===== src/rtl/irrigation_zone_scheduler.sv =====
// Shared-tank irrigation sequencer: tank refill, round-robin zone runs, fertiliser
// injection with a follow-up clean flush, and a sticky fault on bad sensors or refill timeout.
module irrigation_zone_scheduler #(
  parameter int ZONES        = 4,
  parameter int LEVEL_W      = 3,
  parameter int MIN_LEVEL    = 1,
  parameter int TIMER_W      = 8,
  parameter int DRIP_TICKS   = 40,
  parameter int SPRINK_TICKS = 20,
  parameter int CLEAN_TICKS  = 10,
  parameter int FILL_TIMEOUT = 200
) (
  input  logic               clock,
  input  logic               reset,
  input  logic               tick,
  input  logic [ZONES-1:0]   zone_req,
  input  logic [ZONES-1:0]   zone_mode,
  input  logic               fert_req,
  input  logic [LEVEL_W-1:0] level,
  output logic               fill_valve,
  output logic [ZONES-1:0]   zone_valve,
  output logic               fert_valve,
  output logic [2:0]         active_zone,
  output logic [2:0]         state,
  output logic               err
);

  localparam int ZW = (ZONES > 1) ? $clog2(ZONES) : 1;
  localparam int LW = $clog2(LEVEL_W + 1);

  typedef enum logic [2:0] {
    S_IDLE  = 3'd0,
    S_FILL  = 3'd1,
    S_IRR   = 3'd2,
    S_CLEAN = 3'd3,
    S_ERR   = 3'd4
  } state_t;

  state_t             cur, nxt, ret, ret_n;
  logic [TIMER_W-1:0] timer, timer_n, fill_timer, fill_n;
  logic [ZW-1:0]      act, act_n, rr, rr_n, gnt, cand;
  logic               clean_pending, cp_n, cp_eff, found;
  logic [LW-1:0]      lvl;
  logic [LEVEL_W:0]   lx;
  logic               valid, empty, full;

  always_comb begin
    lvl = '0;
    for (int unsigned i = 0; i < LEVEL_W; i++) lvl = lvl + LW'(level[i]);
    lx    = {1'b0, level};
    // thermometer codes are exactly the all-ones-from-bit0 patterns
    valid = ((lx + (LEVEL_W + 1)'(1)) & lx) == '0;
    empty = lvl == '0;
    full  = int'(lvl) == LEVEL_W;
  end

  always_comb begin
    gnt   = '0;
    cand  = '0;
    found = 1'b0;
    for (int unsigned i = 1; i <= ZONES; i++) begin
      cand = ZW'((32'(rr) + i) % ZONES);
      if (!found && zone_req[cand]) begin
        gnt   = cand;
        found = 1'b1;
      end
    end
  end

  always_comb begin
    nxt     = cur;
    ret_n   = ret;
    timer_n = timer;
    fill_n  = fill_timer;
    act_n   = act;
    rr_n    = rr;
    // fert_valve is registered, so the flag it sets is seen one cycle late; fold it in here
    cp_eff  = clean_pending | fert_valve;
    cp_n    = cp_eff;
    case (cur)
      S_IDLE: begin
        if (!valid) nxt = S_ERR;
        else if (clean_pending) begin
          nxt     = S_CLEAN;
          timer_n = TIMER_W'(CLEAN_TICKS);
        end else if (|zone_req) begin
          if (int'(lvl) < MIN_LEVEL) begin
            nxt   = S_FILL;
            ret_n = S_IDLE;
          end else begin
            nxt     = S_IRR;
            act_n   = gnt;
            timer_n = zone_mode[gnt] ? TIMER_W'(SPRINK_TICKS) : TIMER_W'(DRIP_TICKS);
          end
        end
      end
      S_FILL: begin
        if (!valid) nxt = S_ERR;
        else if (full) nxt = ret;
        else if (fill_timer == TIMER_W'(FILL_TIMEOUT)) nxt = S_ERR;
        else if (tick) fill_n = fill_timer + TIMER_W'(1);
      end
      S_IRR: begin
        if (!valid) nxt = S_ERR;
        else if (empty) begin
          nxt   = S_FILL;
          ret_n = S_IRR;
        end else if (timer == '0 || !zone_req[act]) begin
          rr_n = act;
          if (cp_eff) begin
            nxt     = S_CLEAN;
            timer_n = TIMER_W'(CLEAN_TICKS);
          end else begin
            nxt = S_IDLE;
          end
        end else if (tick) timer_n = timer - TIMER_W'(1);
      end
      S_CLEAN: begin
        if (!valid) nxt = S_ERR;
        else if (empty) begin
          nxt   = S_FILL;
          ret_n = S_CLEAN;
        end else if (timer == '0) begin
          cp_n = 1'b0;
          nxt  = S_IDLE;
        end else if (tick) timer_n = timer - TIMER_W'(1);
      end
      S_ERR:   nxt = S_ERR;
      default: nxt = S_ERR;
    endcase
    if (nxt == S_FILL && cur != S_FILL) fill_n = '0;
  end

  always_ff @(posedge clock or negedge reset) begin
    if (!reset) begin
      cur           <= S_IDLE;
      ret           <= S_IDLE;
      timer         <= '0;
      fill_timer    <= '0;
      act           <= '0;
      rr            <= ZW'(ZONES - 1);
      clean_pending <= 1'b0;
      fill_valve    <= 1'b0;
      zone_valve    <= '0;
      fert_valve    <= 1'b0;
      err           <= 1'b0;
    end else begin
      cur           <= nxt;
      ret           <= ret_n;
      timer         <= timer_n;
      fill_timer    <= fill_n;
      act           <= act_n;
      rr            <= rr_n;
      clean_pending <= cp_n;
      fill_valve    <= (nxt == S_FILL);
      zone_valve    <= (nxt == S_IRR || nxt == S_CLEAN) ? (ZONES'(1) << act_n) : '0;
      fert_valve    <= (nxt == S_IRR) && fert_req && !zone_mode[act_n];
      err           <= (nxt == S_ERR);
    end
  end

  assign state       = cur;
  assign active_zone = 3'(act);

endmodule

===== config.mk =====
export PLATFORM = sky130hd
export DESIGN_NAME = irrigation_zone_scheduler
export DESIGN_NICKNAME = d
export VERILOG_FILES = /design/src/rtl/irrigation_zone_scheduler.sv
export SDC_FILE = /design/constraint.sdc
export NUM_CORES = 1
export LEC_CHECK = 0
export CAP_MARGIN = 0
export CORE_MARGIN = 10
export CORE_UTILIZATION = 54
export CTS_CLUSTER_SIZE = 25
export DETAILED_ROUTE_END_ITERATION = 8
export PLACE_DENSITY = 0.79
export SLEW_MARGIN = 25
export SYNTH_ARGS = -nofsm -noshare
export SYNTH_HDL_FRONTEND = slang
export SYNTH_SLANG_ARGS = --single-unit

===== constraint.sdc =====
create_clock -name clock -period 3.05 [get_ports clock]
set_input_delay 0.915 -clock clock [delete_from_list [all_inputs] [get_ports clock]]
set_output_delay 0.915 -clock clock [all_outputs]
set_load 0.02 [all_outputs]

After elaboration in Yosys (flattened, before gate mapping) --
Cells that the tools add are included.
Operators by class: order comparisons 8, muxes and demuxes 75, reduce and logical (&&, ||, !) cells 26, bitwise operators 3, multipliers 0, $add $sub $neg 9, div/mod/pow operators 0, shift operators 1, equal/unequal tests 26
Operators by type and width (count):
- 8-bit 2-to-1 mux | 18
- 3-bit 2-to-1 mux | 20
- 8-bit case mux with 3 select lines | 1
- 2-bit 2-to-1 mux | 11
- 2-bit inequality test (second input constant) | 11
- 2-bit by 3-bit less-than comparator with 1-bit output (second input constant) | 7
- 1-bit binary-select mux with 2-bit select | 7
- 1-bit 2-to-1 mux | 14
- 3-bit by 2-bit == test with 1-bit output (second input constant) | 4
- 3-bit case mux with 4 select lines | 1
- 10-bit AND reduction | 1
- 3-bit inequality test (second input constant) | 3
- 3-bit case mux with 3 select lines | 1
- 9-bit AND reduction | 1
- 8-bit by 1-bit adder with 8-bit output (second input constant) | 1
- 8-bit == test (second input constant) | 1
- 8-bit logical NOT | 1
- 8-bit by 1-bit subtractor with 8-bit output (second input constant) | 1
- 3-bit by 1-bit == test with 1-bit output (second input constant) | 2
- 1-bit logical AND | 6
- 6-bit 2-to-1 mux | 1
- 2-bit nonzero test | 3
- 1-bit logical NOT | 5
- 5-bit AND reduction | 1
- other kinds (22) | 26
Word-level totals: bits in latches 0, bits in writable memories 0, memories 0, word-level logic and storage cells 159, input port bits 15, ROM bits 0, output and inout port bits 13, register bits 34

Depth between registers and ports, before layout --
depth after elaboration 22, depth in mapped cells 10, mapped depth without buffers 9

Least setup slack after synthesis --
OpenSTA, ideal clock, no wires.
path type input-to-reg, from input port level[0], to register fert_valve, stages on the path 7, arrival 2.935 ns, path slack 0.019 ns, data required time 2.954 ns, library setup time 0.096 ns, path buffers 0, path through fa_1 > o21ai_2 > nor4b_2 > mux2i_2 > inv_2 > mux4_2 > nor4_2
Between the ends: longest elaborated chain between the ends 12, elaborated cells between the ends (all ways) 30, those cells by class add/sub: 3; order compare: 1; eq/ne: 2; mux: 18; bitwise: 1; reduce/logical: 5
RTL lines:
- start: declaration | RTL line 19 | input logic [LEVEL_W-1:0] level,
- 1-bit by 1-bit adder with 2-bit output | RTL line 49 | for (int unsigned i = 0; i < LEVEL_W; i++) lvl = lvl + LW'(level[i]);
- 2-bit by 1-bit adder with 2-bit output | RTL line 49
- 2-bit by 1-bit less-than comparator with 1-bit output | RTL line 87 | if (int'(lvl) < MIN_LEVEL) begin
- 2-bit 2-to-1 mux | RTL line 87
- 2-bit 2-to-1 mux | RTL line 86 | end else if (|zone_req) begin
- 2-bit 2-to-1 mux | RTL line 83 | else if (clean_pending) begin
- 2-bit 2-to-1 mux * | RTL line 82 | if (!valid) nxt = S_ERR;
- 2-bit 2-to-1 mux * | RTL line 80 | case (cur)
- net act_n[0] | RTL line 41 | logic [ZW-1:0] act, act_n, rr, rr_n, gnt, cand;
- 1-bit binary-select mux with 2-bit select * | RTL line 157 | fert_valve <= (nxt == S_IRR) && fert_req && !zone_mode[act_n];
- 1-bit 2-to-1 mux (not written as such) * | RTL line 157
- 1-bit logical NOT * | RTL line 157
- 1-bit logical AND * | RTL line 157
- end signal: assignment | RTL line 157
- end: declaration | RTL line 22 | output logic fert_valve,
Mark *: on every way through the listed nets, which the timed path passes. The rest lies on a longest branch. The select of a mux whose other input is x is not followed. A chain may end at the register's enable or synchronous reset.

Worst setup path after layout --
Ends and elaborated chain as after synthesis.

==> results.yml <==
global_route:
  grt_pass1_wl_um: 8830
  overflow: 0
  grt_max_degree: 34
  use_met2_pct: 29.6
  grt_pass1_vias: 1934
  grtUsageTotal_pct: 17.1
  grt_most_used_layer: "met2"
  antenna_found_initial: 0
  grt.met1_usage_pct: 19.0
  gr-usage-met3_pct: 5.90
sta:
  post-route-min-period_ns: 2.92
  period_share_pct: 95.6
  rsz0062_at_grt: "no"
  final_max_slew_viol_count: 0
  fin_skew_ns: 0.0134
  fmax_mhz: 343
  maxSlewHeadroom_pct: 53.1
  finalSetupViolCount: 0
  hold_viol_final: 0
  whs_ns: 0.481
  tightestPinTransition_ns: 0.697
  worst_slack_ns: 0.135
logic_synthesis:
  synth_top_family_by_area: "simple AND/OR/NAND/NOR gates"
  seq_area_frac_synth_pct: 42.5
  syn_inst: 204
  ys_ff_latch: 33
  ys_warn_count: 0
  synth_compound_area_share_pct: 16.0
  async_reset_ff_share_pct: 100
  netlist_area_mm2: 0.00195
  synthMuxAreaShare_pct: 8.40
  synth_area_leader_cell: "dfrtp_1"
  synth_area_leaders: "dfrtp_1 (40%), nor2_1 (5.4%), o21ai_0 (3.3%)"
  yosysUniqueCellTypes: 54
  synth.most_common_cell: "dfrtp_1"
  synthAdderAreaFrac_pct: 2.95
  postSynthAreaPerCell_um2: 9.56
  synth_common_cells: "dfrtp_1 (31), nor2_1 (28), nand2_1 (14)"
  synthesis.nets: 223
  synth_top_area_share_pct: 39.8
  ys.flop_type: "dfrtp_1"
  synth_edf_count: 0
  yosys.area_share.simple_pct: 23.7
  synth_xor_area_share_pct: 2.69
setup_path:
  slowest_delay_ns: 0.58
  crit_type: "in -> reg"
  cp_max_fo: 2
  rr_startpoint: "timer[1]$_DFFE_PN0P_"
  crit_path_frequent_cell: "buf_4"
  start_kind: "primary input"
  r2r_end: "timer[1]$_DFFE_PN0P_"
  slowest_stage: "fa_1"
  end_kind: "flop"
  ff2ff_path_depth: 9
  path_cells: "dlygate4sd2_1 -> fa_1 -> o21ai_2 -> nor4b_2 -> buf_4 -> buf_4 -> mux2i_4 -> inv_1 -> mux4_2 -> nor4_2"
  r2r_slack_ns: 0.58
  cp.required_ns: 3.29
  crit_arrival_ns: 3.16
placement:
  portBuffers: 26
  dp_worst_setup_slack_ns: -0.434
  place.gp.congestion: 0.893
  dp_cells: 299
  post-dp-hpwl_um: 3790
route:
  first_iter_violations: 211
  postRouteAntennaNets: 0
  drc: 0
  vias: 1803
  wire_per_inst_um: 16.4
  drt-total-wl_um: 5040
  via_per_inst: 5.85
  first_pass_iters: 4
floorplanning:
  start_util_pct: 57.1
  core-area_mm2: 0.00342
  num_rows: 21
  io_pins: 28
  die_h_um: 80.1
  die_x_um: 80.1
  dieArea_mm2: 0.00642
power_and_ir_drop:
  power.total_w: 0.000869
  power_density_mw_per_mm2: 342
  ir_drop_v: 0.000250
  leakage_nw: 1.09
cells_and_area:
  fin_util_pct: 74.4
  fill_cells: 235
  num_antenna_cells: 0
  final_cells: 308
  syn_to_final_growth_pct: 30.3
  drive_gt1_share_pct: 21.4
  fin_nets: 280
clock_network:
  cts.sinks: 33
  clk_latency_ns: 0.34
  numCtsBuffers: 5
  root_buffer: "clkbuf_4"
  cts_buffer_depth: 2
  clkSlewWorstSetupHoldPaths_ns: 0.11
  htreeDepth: 2
  hold_buffers: 0
  cts_tree: "done"
worst_hold_path:
  worstHoldStart: "timer[7]$_DFFE_PN0P_"
  min_path_type: "reg -> reg"
  worstHoldEndpoint: "timer[7]$_DFFE_PN0P_"
  min_path_cells: 1
run:
  drv_cap: 0
outcome:
  status: "finished, final reports clean"
[stage by stage]
| step | TNS (ns) | cell area, um2 |
|---|---|---|
| finish | 0 | 2540 |
| global route | 0 | 2540 |
| CTS | 0 | 2530 |
| detailed placement | -5.14 | 2450 |
| global placement | -3.64 | 2450 |
| floorplan | 0 | 1950 |
[cell type report]
cell class / count / area [um2] / area share, %
inverter: 12 / 45.0 / 1.77
tap: 46 / 57.6 / 2.26
timing repair buffer: 55 / 474 / 18.7
sequential: 33 / 828 / 32.6
clock buffer: 7 / 55.1 / 2.17
clock inverter: 1 / 7.51 / 0.295
multi-input combinational: 154 / 1070 / 42.2
[per-layer routing]
| metal | vias up | routed length [um] | part of all wire (%) |
|---|---|---|---|
| li1 | 854 | - | - |
| met1 | 870 | 2000 | 40 |
| met2 | 68 | 2570 | 51 |
| met3 | 11 | 391 | 7.8 |
| met4 | 0 | 81 | 1.6 |
| met5 | - | 0 | 0 |
[sequential cells by signal (all words and copies together) (netlist names)]
name	count
err	1
state	3
zone_valve	4
act	2
clean_pending	1
rr	2
ret	2
fert_valve	1
timer	8
fill_timer	8
fill_valve	1
[report_power, final]
group	total (W)	switching [W]	internal, W
registers	0.000457	0.00000943	0.000447
logic	0.000148	0.0000790	0.0000692
clock network	0.000264	0.000151	0.000113
[critical path, delay by kind of cell]
family	cells	cell delay [ns]
adders and majority gates	1	0.58
buffers and inverters	4	0.63
muxes	2	0.51
AOI/OAI and AO/OA	1	0.08
and+or+nand+nor	2	0.42
[cell families after synthesis]
kind of cell / after synthesis
muxes: 13
buffers and inverters: 17
adders and majority gates: 4
other: 1
xor gates and xnor gates: 6
and+or+nand+nor: 84
AOI/OAI and AO/OA: 46
DFF: 33
[layout by cell type (no fill, tap or decap), types with 2 or more instances in the layout]
cell,count
ha_1,3
o221ai_1,2
clkdlybuf4s50_1,23
a21oi_1,8
o21ai_0,13
nor2b_1,2
mux4_2,2
dfrtp_1,31
nor4_1,3
nor4_4,2
dlygate4sd2_1,3
mux2i_1,5
and2_1,2
xnor2_1,3
nor3_1,10
xor2_1,3
dfstp_2,2
nand4_1,3
o41ai_1,2
and3_1,2
o21ai_2,2
buf_4,29
o31a_1,2
or3_1,3
inv_1,10
mux2i_4,2
nand3_1,2
nand2b_1,6
nand2_1,14
inv_2,2
nor2_1,28
a31oi_1,3
nand3b_1,3
clkbuf_4,5
mux2_2,4
[what timing repair did]
item                       CTS  global route
pin swaps                    2             2
gates cloned                 0             0
gates resized for setup      5             1
setup endpoints to repair    1             1
buffers inserted             1             0
[worst max-delay path by stage]
stage / end / start
6_report: fert_valve$_DFF_PN0_ / level[0]
5_1_grt: fert_valve$_DFF_PN0_ / level[0]
4_1_cts: fert_valve$_DFF_PN0_ / level[2]
3_5_place_dp: fert_valve$_DFF_PN0_ / level[0]
3_3_place_gp: fert_valve$_DFF_PN0_ / level[0]
2_1_floorplan: fert_valve$_DFF_PN0_ / level[0]
No activity file was read; power rests on OpenSTA's default activity.
